[src/rtl/riscv_pkg.sv]
// Shared fetch-side definitions: widths, the canonical NOP and the fetch FSM state encoding.
package riscv_pkg;
    localparam int XLEN = 64;
    localparam int ILEN = 32;
    localparam logic [ILEN-1:0] NOP_INSTR = 32'h0000_0013;

    typedef enum logic [1:0] {
        FETCH = 2'd0,
        WAIT  = 2'd1,
        HOLD  = 2'd2,
        HALT  = 2'd3
    } fetch_state_t;
endpackage

[src/rtl/instr_fetch_unit_if.sv]
// Bundles the memory, decode and redirect signals of the fetch unit; master is the fetch unit side.
interface instr_fetch_unit_if #(
    parameter int XLEN = riscv_pkg::XLEN
) ();
    import riscv_pkg::*;

    logic              imem_req;
    logic [XLEN-1:0]   imem_addr;
    logic              imem_rvalid;
    logic [ILEN-1:0]   imem_rdata;

    // Decode handshake: a transfer happens on a rising edge where instr_valid & instr_ready;
    // instr/instr_pc are held unchanged while instr_valid=1 and the transfer has not happened.
    logic              instr_valid;
    logic              instr_ready;
    logic [ILEN-1:0]   instr;
    logic [XLEN-1:0]   instr_pc;

    logic              redirect_valid;
    logic              redirect_jalr;
    logic [XLEN-1:0]   redirect_base;
    logic [XLEN-1:0]   redirect_imm;
    logic [XLEN-1:0]   redirect_rs1;
    logic              misalign_err;

    fetch_state_t      dbg_state;

    modport master (
        output imem_req, imem_addr, instr_valid, instr, instr_pc, misalign_err, dbg_state,
        input  imem_rvalid, imem_rdata, instr_ready,
        input  redirect_valid, redirect_jalr, redirect_base, redirect_imm, redirect_rs1
    );

    modport slave (
        input  imem_req, imem_addr, instr_valid, instr, instr_pc, misalign_err, dbg_state,
        output imem_rvalid, imem_rdata, instr_ready,
        output redirect_valid, redirect_jalr, redirect_base, redirect_imm, redirect_rs1
    );
endinterface

[src/rtl/next_pc_calc.sv]
// Redirect target adder: base+imm for branch/JAL, (rs1+imm)&~1 for JALR, plus a 4-byte misalignment flag.
module next_pc_calc #(
    parameter int XLEN = riscv_pkg::XLEN
) (
    input  logic            i_jalr,
    input  logic [XLEN-1:0] i_base,
    input  logic [XLEN-1:0] i_imm,
    input  logic [XLEN-1:0] i_rs1,
    output logic [XLEN-1:0] o_target,
    output logic            o_misaligned
);
    logic [XLEN-1:0] w_sum;

    always_comb begin
        w_sum        = i_jalr ? (i_rs1 + i_imm) : (i_base + i_imm);
        o_target     = {w_sum[XLEN-1:1], w_sum[0] & ~i_jalr};
        o_misaligned = o_target[1];
    end
endmodule

[src/rtl/instr_fetch_unit.sv]
// Single-outstanding instruction fetch: FETCH -> WAIT -> HOLD loop with redirect override and sticky HALT.
module instr_fetch_unit #(
    parameter int              XLEN     = riscv_pkg::XLEN,
    parameter logic [XLEN-1:0] RESET_PC = '0
) (
    input  logic               clk,
    input  logic               rst_n,
    instr_fetch_unit_if.master bus
);
    import riscv_pkg::*;

    fetch_state_t     r_state;
    logic [XLEN-1:0]  r_pc;
    logic             r_drop;
    logic             r_instr_valid;
    logic [ILEN-1:0]  r_instr;
    logic [XLEN-1:0]  r_instr_pc;
    logic             r_misalign;

    logic [XLEN-1:0]  w_target;
    logic             w_misaligned;
    logic             w_outstanding;

    next_pc_calc #(.XLEN(XLEN)) u_next_pc_calc (
        .i_jalr       (bus.redirect_jalr),
        .i_base       (bus.redirect_base),
        .i_imm        (bus.redirect_imm),
        .i_rs1        (bus.redirect_rs1),
        .o_target     (w_target),
        .o_misaligned (w_misaligned)
    );

    // A response arriving in the same cycle as the redirect is consumed now, so nothing is left to drop.
    assign w_outstanding = (r_state == WAIT) && !bus.imem_rvalid;

    always_ff @(posedge clk) begin
        if (!rst_n) begin
            r_state       <= FETCH;
            r_pc          <= RESET_PC;
            r_drop        <= 1'b0;
            r_instr_valid <= 1'b0;
            r_instr       <= NOP_INSTR;
            r_instr_pc    <= RESET_PC;
            r_misalign    <= 1'b0;
        end else if (bus.redirect_valid && (r_state != HALT)) begin
            r_instr_valid <= 1'b0;
            if (w_misaligned) begin
                r_misalign <= 1'b1;
                r_drop     <= 1'b0;
                r_state    <= HALT;
            end else begin
                r_pc <= w_target;
                if (w_outstanding) begin
                    r_drop  <= 1'b1;
                    r_state <= WAIT;
                end else begin
                    r_drop  <= 1'b0;
                    r_state <= FETCH;
                end
            end
        end else begin
            case (r_state)
                FETCH: r_state <= WAIT;
                WAIT: begin
                    if (bus.imem_rvalid) begin
                        if (r_drop) begin
                            r_drop  <= 1'b0;
                            r_state <= FETCH;
                        end else begin
                            r_instr       <= bus.imem_rdata;
                            r_instr_pc    <= r_pc;
                            r_instr_valid <= 1'b1;
                            r_pc          <= r_pc + XLEN'(4);
                            r_state       <= HOLD;
                        end
                    end
                end
                HOLD: begin
                    if (bus.instr_ready) begin
                        r_instr_valid <= 1'b0;
                        r_state       <= FETCH;
                    end
                end
                default: r_state <= HALT;
            endcase
        end
    end

    assign bus.imem_req     = rst_n && (r_state == FETCH) && !bus.redirect_valid;
    assign bus.imem_addr    = r_pc;
    assign bus.instr_valid  = r_instr_valid;
    assign bus.instr        = r_instr;
    assign bus.instr_pc     = r_instr_pc;
    assign bus.misalign_err = r_misalign;
    assign bus.dbg_state    = r_state;
endmodule
[src/flat_wrapper.sv]
// flat-port wrapper written by rule: the top's interface ports become plain ports
module instr_fetch_unit_flat import riscv_pkg::*;
#(
    parameter int              XLEN     = riscv_pkg::XLEN,
    parameter logic [XLEN-1:0] RESET_PC = '0
)
  (clk, rst_n, bus_imem_req, bus_imem_addr, bus_instr_valid, bus_instr, bus_instr_pc, bus_misalign_err, bus_dbg_state, bus_imem_rvalid, bus_imem_rdata, bus_instr_ready, bus_redirect_valid, bus_redirect_jalr, bus_redirect_base, bus_redirect_imm, bus_redirect_rs1);
  instr_fetch_unit_if #(.XLEN(XLEN)) bus_i ();
  input  logic clk;
  input  logic rst_n;
  output wire logic [$bits(bus_i.imem_req)-1:0] bus_imem_req;
  output wire logic [$bits(bus_i.imem_addr)-1:0] bus_imem_addr;
  output wire logic [$bits(bus_i.instr_valid)-1:0] bus_instr_valid;
  output wire logic [$bits(bus_i.instr)-1:0] bus_instr;
  output wire logic [$bits(bus_i.instr_pc)-1:0] bus_instr_pc;
  output wire logic [$bits(bus_i.misalign_err)-1:0] bus_misalign_err;
  output wire logic [$bits(bus_i.dbg_state)-1:0] bus_dbg_state;
  input wire logic [$bits(bus_i.imem_rvalid)-1:0] bus_imem_rvalid;
  input wire logic [$bits(bus_i.imem_rdata)-1:0] bus_imem_rdata;
  input wire logic [$bits(bus_i.instr_ready)-1:0] bus_instr_ready;
  input wire logic [$bits(bus_i.redirect_valid)-1:0] bus_redirect_valid;
  input wire logic [$bits(bus_i.redirect_jalr)-1:0] bus_redirect_jalr;
  input wire logic [$bits(bus_i.redirect_base)-1:0] bus_redirect_base;
  input wire logic [$bits(bus_i.redirect_imm)-1:0] bus_redirect_imm;
  input wire logic [$bits(bus_i.redirect_rs1)-1:0] bus_redirect_rs1;
  assign bus_imem_req = bus_i.imem_req;
  assign bus_imem_addr = bus_i.imem_addr;
  assign bus_instr_valid = bus_i.instr_valid;
  assign bus_instr = bus_i.instr;
  assign bus_instr_pc = bus_i.instr_pc;
  assign bus_misalign_err = bus_i.misalign_err;
  assign bus_dbg_state = bus_i.dbg_state;
  assign bus_i.imem_rvalid = bus_imem_rvalid;
  assign bus_i.imem_rdata = bus_imem_rdata;
  assign bus_i.instr_ready = bus_instr_ready;
  assign bus_i.redirect_valid = bus_redirect_valid;
  assign bus_i.redirect_jalr = bus_redirect_jalr;
  assign bus_i.redirect_base = bus_redirect_base;
  assign bus_i.redirect_imm = bus_redirect_imm;
  assign bus_i.redirect_rs1 = bus_redirect_rs1;
  instr_fetch_unit #(.XLEN(XLEN), .RESET_PC(RESET_PC)) u_core (.clk(clk), .rst_n(rst_n), .bus(bus_i));
endmodule
[config.mk]
export PLATFORM = sky130hd
export DESIGN_NAME = instr_fetch_unit_flat
export DESIGN_NICKNAME = d
export VERILOG_FILES = /design/src/rtl/riscv_pkg.sv /design/src/rtl/instr_fetch_unit_if.sv /design/src/rtl/next_pc_calc.sv /design/src/rtl/instr_fetch_unit.sv /design/src/flat_wrapper.sv
export SDC_FILE = /design/constraint.sdc
export NUM_CORES = 1
export LEC_CHECK = 0
export ABC_AREA = 0
export BUFFER_PORTS_ARGS = -buffer_cell sky130_fd_sc_hd__buf_2
export CORE_AREA = 4 4 159 161
export DETAILED_ROUTE_END_ITERATION = 16
export DIE_AREA = 0 0 163 165
export GPL_TIMING_DRIVEN = 0
export HOLD_SLACK_MARGIN = 0.03
export PLACE_DENSITY_LB_ADDON = 0.05
export SLEW_MARGIN = 10
export SYNTH_ARGS = -nofsm -noshare
export SYNTH_HDL_FRONTEND = slang
export SYNTH_SLANG_ARGS = --single-unit
[constraint.sdc]
create_clock -name clk -period 10.1 [get_ports clk]
set_clock_uncertainty 0.15 [all_clocks]
set_input_delay 0 -clock clk [delete_from_list [all_inputs] [get_ports clk]]
set_output_delay 0 -clock clk [all_outputs]
set_load 0.1 [all_outputs]
==> reports/results.ini <==
[run_status]
outcome=finished clean

[global_route]
grt_pass1_vias=12900
grt_pass1_wl_mm=69.9
grt_max_degree=18
overflow=0
grt_util_all_layers=0.325
antenna_found_initial=0

[placement]
hpwlAfterDp_mm=36.1
port_buffers=392
place_ws_ns=5.04
gp_congestion=0.966

[critical_path]
path_depth=17
endpoint_kind=register
r2r-start=u_core.bus.imem_addr[2]
cp-startpoint=bus_redirect_jalr
crit_path_max_incr_delay_ns=0.59
reg2reg_slack_ns=6.60
crit_end=u_core.bus.imem_addr[61]
cp_max_fo=10
crit_path_top_delay_cell=a2111oi_0
crit_required_ns=10.24
worst_path_most_repeated_cell=clkbuf_1
path_class=primary input to register
crit_family=compound AO/OA/AOI/OAI gates
rr_worst_depth=10
arrival_ns=4.74
reg2reg_to=u_core.bus.imem_addr[60]
critical_path.cell_chain=buf_2 -> clkbuf_1 -> clkbuf_1 -> mux2_2 -> ha_1 -> clkbuf_1 -> a21o_1 -> a211o_1 -> a2111oi_0 -> o21ai_0 -> nor3_2 -> o31ai_2 -> nand2_1 -> a31oi_2 -> a31oi_1 -> xor2_1 -> o31ai_1
crit_path_start_kind=primary input
worst-path-buf-inv=4

[sta]
clock.fmax_ghz=0.217
finalHoldViolations=0
setup_tns_ns=0
period_share=0.455
slew_violations=0
finalSetupViolCount=0
period_minus_slack_ns=4.60
rsz0062_at_grt=false
worst_slew_pin_slew_ns=0.880
relSlewSlack=0.410
layout_setup_ws_ns=5.50

[final_layout]
drive_gt1_frac=0.267
nNetsFinal=2357
area_growth_pct=29.1
num_antenna_cells=0

[yosys]
synth.ff_latch_count=163
synth.avg_cell_area_sq_um=7.41
synth_top_area_share=0.276
async_flop_share=0
synth_area_sq_mm=0.0118
netlist_instances=1598
synth.largest_area_cell=dfxtp_1
synth_seq_area_share=0.276
yosys_warnings=0
synth_ff_type=dfxtp_1
synth_area_leaders=dfxtp_1 (28%), a21oi_1 (11%), nand2_1 (9.3%)
synth_edf_count=0
synth_commonest_cells=nand2_1 (294), a21oi_1 (252), dfxtp_1 (163)
synth.most_common_cell=nand2_1
ys_types=93

[cts]
cts.path.max_buffers=2
clock-root-buffer=clkbuf_16
clk_pin_slew_ns=0.07
clock-sinks=163
worstSkewPairLatency_ns=0.43
cts_setup_buffers=0
cts_buffers=17
cts_tree=done
postCtsResizedCells=0
htreeDepth=4

[floorplan]
die_w_um=163
core_area_sq_mm=0.0240
initial_core_util=0.494
dieArea_sq_mm=0.0269
die_y_um=165
core.rowCount=57
io_pins=395

[routing]
drcViolationCount=0
drtAntennaViolNets=0
via_count=13800
wl_per_cell_um=19.2
vias_per_cell=5.76
first_iter_violations=1498
drt_wl_total_mm=45.9
first_pass_iters=6

[power]
max-vdd-ir-drop_mv=0.102
leakage_uw=0.00664
power.total_uw=2440
powerDensity_mw_per_mm2=160

[worst_hold_path]
hold_start=bus_redirect_imm[31]
min_path_type=primary input to register

[run]
drv_cap=0

stage by stage:
step                hold WS, ns  instances   util  area, sq um
floorplan               -0.0257       1599      -        11800
global placement         0.0714       2315  0.593        14200
detailed placement       0.0651       2315  0.593        14200
CTS                      0.0508       2395  0.638        15300
global route             0.0785       2395  0.638        15300
finish                   0.0562       2395  0.638        15300
sequential cells by signal, indices dropped and copies added (netlist names):
signal / flops
u_core.bus.instr_pc: 63
u_core.bus.instr_valid: 1
u_core.bus.imem_addr: 63
u_core.r_drop: 1
u_core.bus.dbg_state: 2
u_core.bus.misalign_err: 1
u_core.bus.instr: 32
power by group:
part,internal (uW),switching (uW)
logic,294,736
clock network,354,308
registers,685,65.4
layout make-up:
class | count | area, sq um
multi-input cells | 1316 | 8060
clock inverters | 14 | 164
inverters | 22 | 82.6
fillers | 2203 | 8670
well taps | 324 | 405
clock buffers | 18 | 429
plain buffers | 98 | 447
repair buffers | 440 | 2440
flip-flops and latches | 163 | 3260
worst min path at each step:
| stage | cells past startpoint | slack, ns | endpoint |
|---|---|---|---|
| CTS | 4 | 0.05 | u_core.bus.imem_addr[31] |
| floorplan | 2 | -0.03 | u_core.bus.instr[0] |
| global route | 4 | 0.08 | u_core.bus.imem_addr[61] |
| detailed placement | 3 | 0.07 | u_core.bus.instr[0] |
| finish | 4 | 0.06 | u_core.bus.imem_addr[31] |
| global placement | 3 | 0.07 | u_core.bus.instr[1] |
cells by family after synthesis:
kind of cell / Yosys count / share of synthesized area
simple gates: 594 / 0.232
compound gates: 525 / 0.267
flops: 163 / 0.276
buf+inv: 120 / 0.0447
mux: 71 / 0.0667
fa+ha+maj: 69 / 0.0735
xor+xnor: 55 / 0.0407
other cells: 1 / 0.000317
worst reg2reg max path, cell delays in order (launching register included):
cell and delay [ns]:
dfxtp_1 0.56, ha_1 0.36, nand2_1 0.10, nor3_1 0.43
nand2_1 0.27, nor2_1 0.55, and2_1 0.29, nand2_1 0.09
xor2_1 0.18, a21oi_1 0.09, o41a_1 0.30
cells in the final DEF, fill, tap and decap left out, drive strengths merged, types with 5 or more instances in the layout:
cell type | synthesis | routed
xor2 | 25 | 25
ha | 68 | 68
xnor2 | 30 | 30
nand3 | 60 | 60
inv | 22 | 30
a211oi | 22 | 22
dlygate4sd3 | 0 | 48
or3 | 5 | 5
dfxtp | 163 | 163
nor4 | 9 | 9
nand2 | 297 | 297
o21ai | 114 | 114
and2 | 14 | 14
a21oi | 253 | 253
o21a | 8 | 8
buf | 20 | 412
mux2 | 63 | 63
nor2b | 9 | 9
nand4 | 24 | 24
nor2 | 105 | 105
nand2b | 8 | 8
mux2i | 8 | 8
o21bai | 16 | 16
nor3 | 28 | 28
a31oi | 10 | 10
a21o | 38 | 38
o211ai | 16 | 16
clkbuf | 78 | 96
and3 | 17 | 17
per-layer routing:
metal  vias to the layer above  global-route usage  part of all wire
met1                      6270               0.437              0.42
li1                       6654                   -                 -
met2                       778               0.532              0.45
met4                         0              0.0945             0.027
met3                        95              0.0646              0.10
met5                         -                   0                 0
timing repair:
item | 4_1_cts | 5_1_grt
endpoints found under the hold margin | 48 | 0
endpoints found under the setup margin | 0 | 0
hold buffers | 48 | 0
Power figures use the tool's default switching activity.
